### src/rtl/seven_segment_scanner.sv
// seven_segment_scanner
//   Time-multiplexes one shared hex-to-7-segment decoder across NUM_DIGITS
//   common-anode digits. Each digit owns a slot of CLKS_PER_DIGIT clocks:
//   the first BLANK_CYCLES clocks keep every anode off (anti-ghosting), the
//   rest drive the digit's anode. The displayed value only changes at a
//   frame boundary, so a frame never shows a mix of old and new digits.
//   Leading zero digits can be suppressed (digit 0 is always shown).
//
// Ports
//   clk          system clock
//   reset        synchronous, active-high
//   value_in     nibble i = digit i, digit 0 least significant
//   load         1-cycle strobe, captures value_in for the next frame
//   digit_en     per-digit enable; a disabled digit stays dark but keeps its slot
//   digit_code   nibble for the decoder input
//   blank        1 = segments must be off
//   anodes       active-low anode enables, at most one bit low
//   frame_start  1-cycle pulse on the first cycle of the digit 0 slot
module seven_segment_scanner #(
   parameter int NUM_DIGITS     = 4,
   parameter int CLKS_PER_DIGIT = 50000,
   parameter int BLANK_CYCLES   = 500,
   parameter int LZ_SUPPRESS    = 1
) (
   input  logic                    clk,
   input  logic                    reset,
   input  logic [4*NUM_DIGITS-1:0] value_in,
   input  logic                    load,
   input  logic [NUM_DIGITS-1:0]   digit_en,
   output logic [3:0]              digit_code,
   output logic                    blank,
   output logic [NUM_DIGITS-1:0]   anodes,
   output logic                    frame_start
);

   localparam int CW = $clog2(CLKS_PER_DIGIT);
   localparam int IW = $clog2(NUM_DIGITS);

   localparam logic [CW-1:0] CNT_LAST   = CW'(CLKS_PER_DIGIT - 1);
   localparam logic [CW-1:0] BLANK_LAST = CW'(BLANK_CYCLES - 1);
   localparam logic [IW-1:0] IDX_LAST   = IW'(NUM_DIGITS - 1);

   localparam logic [0:0] ST_BLANK = 1'b0;
   localparam logic [0:0] ST_DRIVE = 1'b1;

   logic [0:0]              state_q, state_d;
   logic [CW-1:0]           counter_q, counter_d;
   logic [IW-1:0]           index_q, index_d;
   logic [4*NUM_DIGITS-1:0] display_q, display_d;
   logic [4*NUM_DIGITS-1:0] pending_q, pending_d;
   logic                    pendValid_q, pendValid_d;
   logic                    run_q;
   logic [3:0]              digitCode_d;
   logic                    blank_d;
   logic [NUM_DIGITS-1:0]   anodes_d;
   logic                    frameStart_d;
   logic                    slotEnd;
   logic                    boundary;
   logic [NUM_DIGITS-1:0]   darkVec;

   // Slot sequencing. run_q is low only on the first edge after reset, which
   // makes that edge behave as a frame boundary entering slot 0 at count 0,
   // so the first frame after reset starts (and pulses frame_start) at once.
   always_comb begin
      slotEnd   = run_q && (counter_q == CNT_LAST);
      counter_d = (run_q && !slotEnd) ? counter_q + CW'(1) : '0;
      index_d   = index_q;
      if (slotEnd) begin
         index_d = (index_q == IDX_LAST) ? '0 : index_q + IW'(1);
      end
      state_d = state_q;
      if (state_q == ST_BLANK && run_q && counter_q == BLANK_LAST) begin
         state_d = ST_DRIVE;
      end else if (state_q == ST_DRIVE && slotEnd) begin
         state_d = ST_BLANK;
      end
      boundary = (state_d == ST_BLANK) && (counter_d == '0) && (index_d == '0);
   end

   // Double-buffered value. Loads go to the pending buffer and are promoted
   // on the frame boundary; a load on the boundary edge itself bypasses the
   // pending buffer so that frame already shows it.
   always_comb begin
      display_d   = display_q;
      pending_d   = pending_q;
      pendValid_d = pendValid_q;
      if (boundary) begin
         if (load) begin
            display_d   = value_in;
            pending_d   = value_in;
            pendValid_d = 1'b0;
         end else if (pendValid_q) begin
            display_d   = pending_q;
            pendValid_d = 1'b0;
         end
      end else if (load) begin
         pending_d   = value_in;
         pendValid_d = 1'b1;
      end
   end

   // Dark digits: disabled, or (with suppression) a non-zero position whose
   // nibble and every more significant nibble are zero. Scanning from the
   // top down lets one running flag carry the "all zero above" condition.
   always_comb begin
      logic allZero;
      allZero = 1'b1;
      darkVec = '0;
      for (int i = NUM_DIGITS - 1; i >= 0; i--) begin
         allZero    = allZero && (display_d[4*i +: 4] == 4'h0);
         darkVec[i] = !digit_en[i] || ((LZ_SUPPRESS == 1) && (i > 0) && allZero);
      end
   end

   // Outputs are computed from next-state values so they change on the same
   // edge as the counter and state they describe.
   always_comb begin
      digitCode_d  = display_d[4*index_d +: 4];
      blank_d      = (state_d == ST_BLANK) || darkVec[index_d];
      frameStart_d = boundary;
      anodes_d     = '1;
      for (int i = 0; i < NUM_DIGITS; i++) begin
         if (!blank_d && index_d == IW'(i)) begin
            anodes_d[i] = 1'b0;
         end
      end
   end

   // State, buffers and registered outputs.
   always_ff @(posedge clk) begin
      if (reset) begin
         state_q     <= ST_BLANK;
         counter_q   <= '0;
         index_q     <= '0;
         display_q   <= '0;
         pending_q   <= '0;
         pendValid_q <= 1'b0;
         run_q       <= 1'b0;
         digit_code  <= 4'h0;
         blank       <= 1'b1;
         anodes      <= '1;
         frame_start <= 1'b0;
      end else begin
         state_q     <= state_d;
         counter_q   <= counter_d;
         index_q     <= index_d;
         display_q   <= display_d;
         pending_q   <= pending_d;
         pendValid_q <= pendValid_d;
         run_q       <= 1'b1;
         digit_code  <= digitCode_d;
         blank       <= blank_d;
         anodes      <= anodes_d;
         frame_start <= frameStart_d;
      end
   end

endmodule

### config.mk
export PLATFORM = sky130hd
export DESIGN_NAME = seven_segment_scanner
export DESIGN_NICKNAME = d
export VERILOG_FILES = /design/src/rtl/seven_segment_scanner.sv
export SDC_FILE = /design/constraint.sdc
export NUM_CORES = 1
export LEC_CHECK = 0
export CELL_PAD_IN_SITES_DETAIL_PLACEMENT = 0
export CELL_PAD_IN_SITES_GLOBAL_PLACEMENT = 1
export CORE_MARGIN = 2
export CORE_UTILIZATION = 33
export DETAILED_ROUTE_END_ITERATION = 7
export PLACE_DENSITY = 0.76
export SLEW_MARGIN = 20
export SYNTH_ARGS = -nofsm -noshare
export SYNTH_HDL_FRONTEND = slang
export SYNTH_SLANG_ARGS = --single-unit
### constraint.sdc
create_clock -name clk -period 9.1 [get_ports clk]
set_clock_uncertainty 0.05 [all_clocks]
set_input_delay 0.91 -clock clk [delete_from_list [all_inputs] [get_ports clk]]
set_output_delay 0.91 -clock clk [all_outputs]
set_load 0.01 [all_outputs]
Word level (Yosys, flattened, before mapping)

Cells that the tools add are included.

Bits in registers: 63
Bits of input ports: 23
Output and inout port bits: 10
Word-level logic and storage cells: 67

$add $sub $neg: 2
$lt $le $gt $ge: 1
Eq/ne operators: 6
Shift operators: 1
Muxes and demuxes: 15
Bitwise gates (word level): 2
Reduce and logical (&&, ||, !) cells: 29

Operators with widths:

| operator                | number |
|---|---|
| $mux W16                | 4 |
| $add A16 B1 Y16 const B | 1 |
| $eq A16 B16 Y1 const B  | 1 |
| $eq A16 B9 Y1 const B   | 1 |
| $logic_not A16 Y1       | 1 |
| $shiftx A16 B5 Y4       | 1 |
| $logic_and A1 B1 Y1     | 13 |
| $logic_not A4 Y1        | 3 |
| $mux W1                 | 8 |
| $eq A2 B2 Y1 const B    | 3 |
| $logic_not A1 Y1        | 6 |
| $logic_or A1 B1 Y1      | 4 |
| $mux W2                 | 2 |
| $lt A2 B3 Y1 const B    | 1 |
| $add A2 B1 Y2 const B   | 1 |
| $bmux W1 S2             | 1 |
| $eq A2 B1 Y1 const B    | 1 |
| $logic_not A2 Y1        | 1 |
| $not A1 Y1              | 2 |
| $reduce_or A2 Y1        | 1 |

Longest topological paths before layout

Depth in word-level cells: 19
Gate-level depth with buffers: 13
Depth with buffers taken out: 10

Worst setup path after synthesis

Ideal clock, no wire load.

Kind: flip-flop to flip-flop
Start: register counter_q[10]
End: register blank
Library setup time: 0.130 ns
Arrival time: 3.618 ns
Data required time: 8.920 ns
Path slack: 5.302 ns
Cell stages (with the launch flop): 13
Path buffers: 3
Clock period less this slack: 3.798 ns
Path through: dfxtp_1 > or4_4 > or4_1 > buf_4 > mux2i_1 > or4b_4 > o21ai_4 > buf_2 > buf_4 > mux2i_1 > nand2_1 > a221oi_1 > o31ai_1

Longest elaborated chain between the ends: 16
Elaborated cells on any way between the ends: 29
Those cells by class: add/sub (1); eq/ne (2); mux (7); bitwise (1); reduce/logical (18)

RTL lines:

| item                                                     | line | RTL |
|---|---|---|
| start: declaration                                       | 47   | `logic [CW-1:0] counter_q, counter_d;` |
| start signal: assignment                                 | 145  | `counter_q <= counter_d;` |
| branches (longest 15 deep; another with $add A16 B1 Y16) | -    |  |
| $logic_or A1 B1 Y1 *                                     | 119  | `blank_d = (state_d == ST_BLANK) \|\| darkVec[index_d];` |
| end signal: assignment                                   | 152  | `blank <= blank_d;` |
| end: declaration                                         | 31   | `output logic blank,` |

Every way passes the cells marked *. The select of a mux whose other input is x is not followed.
A chain may end at the register's enable or synchronous reset.

Worst setup path in the final report

Same ends and word-level chain as after synthesis.

==> flow_metrics.env <==
export IMPL_antenna_found_initial=0
export IMPL_numCtsBuffers=9
export IMPL_rows=35
export IMPL_yosys_register_bits=63
export IMPL_syn_nets=395
export IMPL_period_minus_slack_ns=4.55
export IMPL_whs_ns=0.420
export IMPL_gr_total_overflow=0
export IMPL_core_area_um2=9150
export IMPL_routed_wl_um=7460
export IMPL_critPathCaptureType="flop"
export IMPL_cp_arrival_ns=4.74
export IMPL_drv_cap=0
export IMPL_p_total_mw=0.658
export IMPL_clockBufferDepth=2
export IMPL_path_cells="or4_4 > or4_1 > mux2i_1 > or4b_4 > o21ai_4 > mux2i_1 > nand2_1 > or4_1 > o31ai_1"
export IMPL_ctsHtreeMaxLevel=3
export IMPL_peakVddDrop_uv=73.6
export IMPL_ys_warn_count=0
export IMPL_hold_buffers=0
export IMPL_start_util_pct=33.8
export IMPL_syn_to_final_growth_pct=19.7
export IMPL_final_cell_area_um2=3700
export IMPL_period_share_pct=50.0
export IMPL_portBuffers=32
export IMPL_grt_pass1_vias=2533
export IMPL_fmax_mhz=220
export IMPL_worstMarginPinSlew_ns=0.970
export IMPL_syn_area_per_cell_um2=8.36
export IMPL_cts_tree="done"
export IMPL_fp_dieArea_um2=10200
export IMPL_die_width_um=101
export IMPL_holdCritPathClass="flop to flop"
export IMPL_cp_max_fo=36
export IMPL_synth_area_um2=3090
export IMPL_globalplace_congestion=0.859
export IMPL_powerDensity_nw_per_um2=178
export IMPL_grt_max_degree=39
export IMPL_clock_latency_ns=0.34
export IMPL_nets=415
export IMPL_ant_nets=0
export IMPL_fill_cells=919
export IMPL_wl_per_cell_um=14.7
export IMPL_required_ns=9.29
export IMPL_placed_area_um2=3460
export IMPL_die_y_um=101
export IMPL_slowest_stage="o21ai_4"
export IMPL_dr_total_vias=2680
export IMPL_synth_edff_count=0
export IMPL_cellLeakagePower_nw=1.44
export IMPL_drive_gt1_share_pct=6.33
export IMPL_postCtsResizedCells=0
export IMPL_yosysSeqAreaShare_pct=40.8
export IMPL_path_class="flop to flop"
export IMPL_first_pass_iters=4
export IMPL_final_hold_violation_count=0
export IMPL_crit_path_max_incr_delay_ns=0.76
export IMPL_cts_setup_buffers=0
export IMPL_slew_violations=0
export IMPL_netlist_instances=370
export IMPL_drc=0
export IMPL_dp_hpwl_um=5220
export IMPL_drt_iter0_drc=120
export IMPL_rsz0062_at_grt="false"
export IMPL_postLayoutCoreUtil_pct=40.5
export IMPL_relSlewSlack_pct=35.1
export IMPL_synthFlopType="dfxtp_1"
export IMPL_routed_via_density=5.30
export IMPL_outcome="finished, final reports clean"
export IMPL_grt_pass1_wl_um=12100
export IMPL_cts_sinks=63
export IMPL_io_pins=33
export IMPL_finalSetupViolCount=0
export IMPL_min_path_cells=2
export IMPL_track_usage_pct=15.1
export IMPL_rr_worst_depth=9
export IMPL_tns_ns=0
export IMPL_start_kind="flop"
export IMPL_cts_root_buf="clkbuf_8"
export IMPL_synth_cell_types=52
export IMPL_clk_pin_slew_worst_paths_ns=0.07
export IMPL_n_antenna_cell=0
export IMPL_async_reset_ff_share_pct=0
==> power by group <==
part | internal, mW | leakage [nW] | switching [mW]
Combinational | 0.0339 | 0.798 | 0.0377
Clock | 0.184 | 0.123 | 0.105
Sequential | 0.288 | 0.516 | 0.00857
==> area by class of cell <==
type | count | area [um^2] | area share, %
Multi-Input combinational cell | 272 | 1690 | 45.6
Sequential cell | 63 | 1260 | 34.0
Timing Repair Buffer | 34 | 335 | 9.05
Clock buffer | 14 | 183 | 4.93
Tap cell | 111 | 139 | 3.75
Clock inverter | 2 | 60.1 | 1.62
Inverter | 10 | 37.5 | 1.01
==> sequential cells by signal, summed over array words and instances, names as in the netlist <==
signal,cells
index_q,2
blank,1
frame_start,1
pendValid_q,1
display_q,16
state_q,1
run_q,1
pending_q,16
counter_q,16
anodes,4
digit_code,4
==> metal layers <==
layer	global-route usage [%]	part of all wire, %	vias to the layer above	routed length (um)
met1	19.9	46	1256	3440
li1	-	-	1354	-
met5	0	0	-	0
met3	4.51	5.2	8	384
met2	24.2	47	62	3530
met4	4.11	1.3	0	97
==> final timing paths <==
path,from,to,slack (ns)
max,counter_q[10],blank,4.55
min,pending_q[12],pending_q[12],0.42
max reg2reg,counter_q[10],blank,4.55
min reg2reg,pending_q[12],pending_q[12],0.42
==> cells in the mapped netlist (all sizes together) (2+ instances only) <==
cell type	n	area, um^2
dfxtp	63	1260
nor2	60	225
nand2	30	113
mux2i	25	250
clkbuf	20	75.1
a21oi	16	80.1
nor3	12	60.1
nand3	11	55.1
o21ai	11	66.3
a31oi	9	56.3
inv	9	33.8
xnor2	8	70.1
xor2	8	70.1
o22ai	7	43.8
nand4	6	37.5
or4	6	48.8
a32oi	5	43.8
and2	5	31.3
buf	5	31.3
nand2b	5	31.3
o21a	4	30.0
and3	3	18.8
and4	3	26.3
nand3b	3	22.5
nor4	3	18.8
or3	3	18.8
a2111oi	2	17.5
a21o	2	15.0
a221oi	2	17.5
a22oi	2	28.8
ha	2	25.0
mux2	2	22.5
nor2b	2	12.5
nor3b	2	15.0
o2111ai	2	17.5
o31ai	2	15.0
or4b	2	23.8
==> cells in the final DEF (no fill, tap or decap), drive strengths merged, types with 9 or more instances in the layout <==
master and n:
nor2 60, mux2i 25, o21ai 11, dfxtp 63
a31oi 9, nand2 30, inv 9, nand3 11
clkbuf 14, clkdlybuf4s50 32, a21oi 16, nor3 12
==> metrics by stage <==
stage / std cells / setup WS (ns)
5_1_grt: 506 / 4.24
4_1_cts: 506 / 4.56
2_1_floorplan: 370 / 5.30
3_5_place_dp: 490 / 4.55
3_3_place_gp: 490 / 4.70
6_report: 506 / 4.55
==> worst max-delay path: cells and delay by family (launching register included) <==
family	cells	cell delay [ns]
and+or+nand+nor	5	2.51
muxes	2	0.54
DFF	1	0.36
AOI/OAI and AO/OA	2	0.99
==> logic make-up (layout without fill, tap and decap cells) <==
kind of cell	count (synthesis)	in the layout	share of synthesized area, %
AND/OR/NAND/NOR	159	159	25.4
AO/OA/AOI/OAI	68	68	15.1
multiplexers	27	27	8.82
buffers and inverters	35	60	4.65
XOR/XNOR	16	16	4.53
adder cells (fa/ha/maj)	2	2	0.809
flip-flops	63	63	40.8
Note: power is estimated with default switching activity, not from simulation.
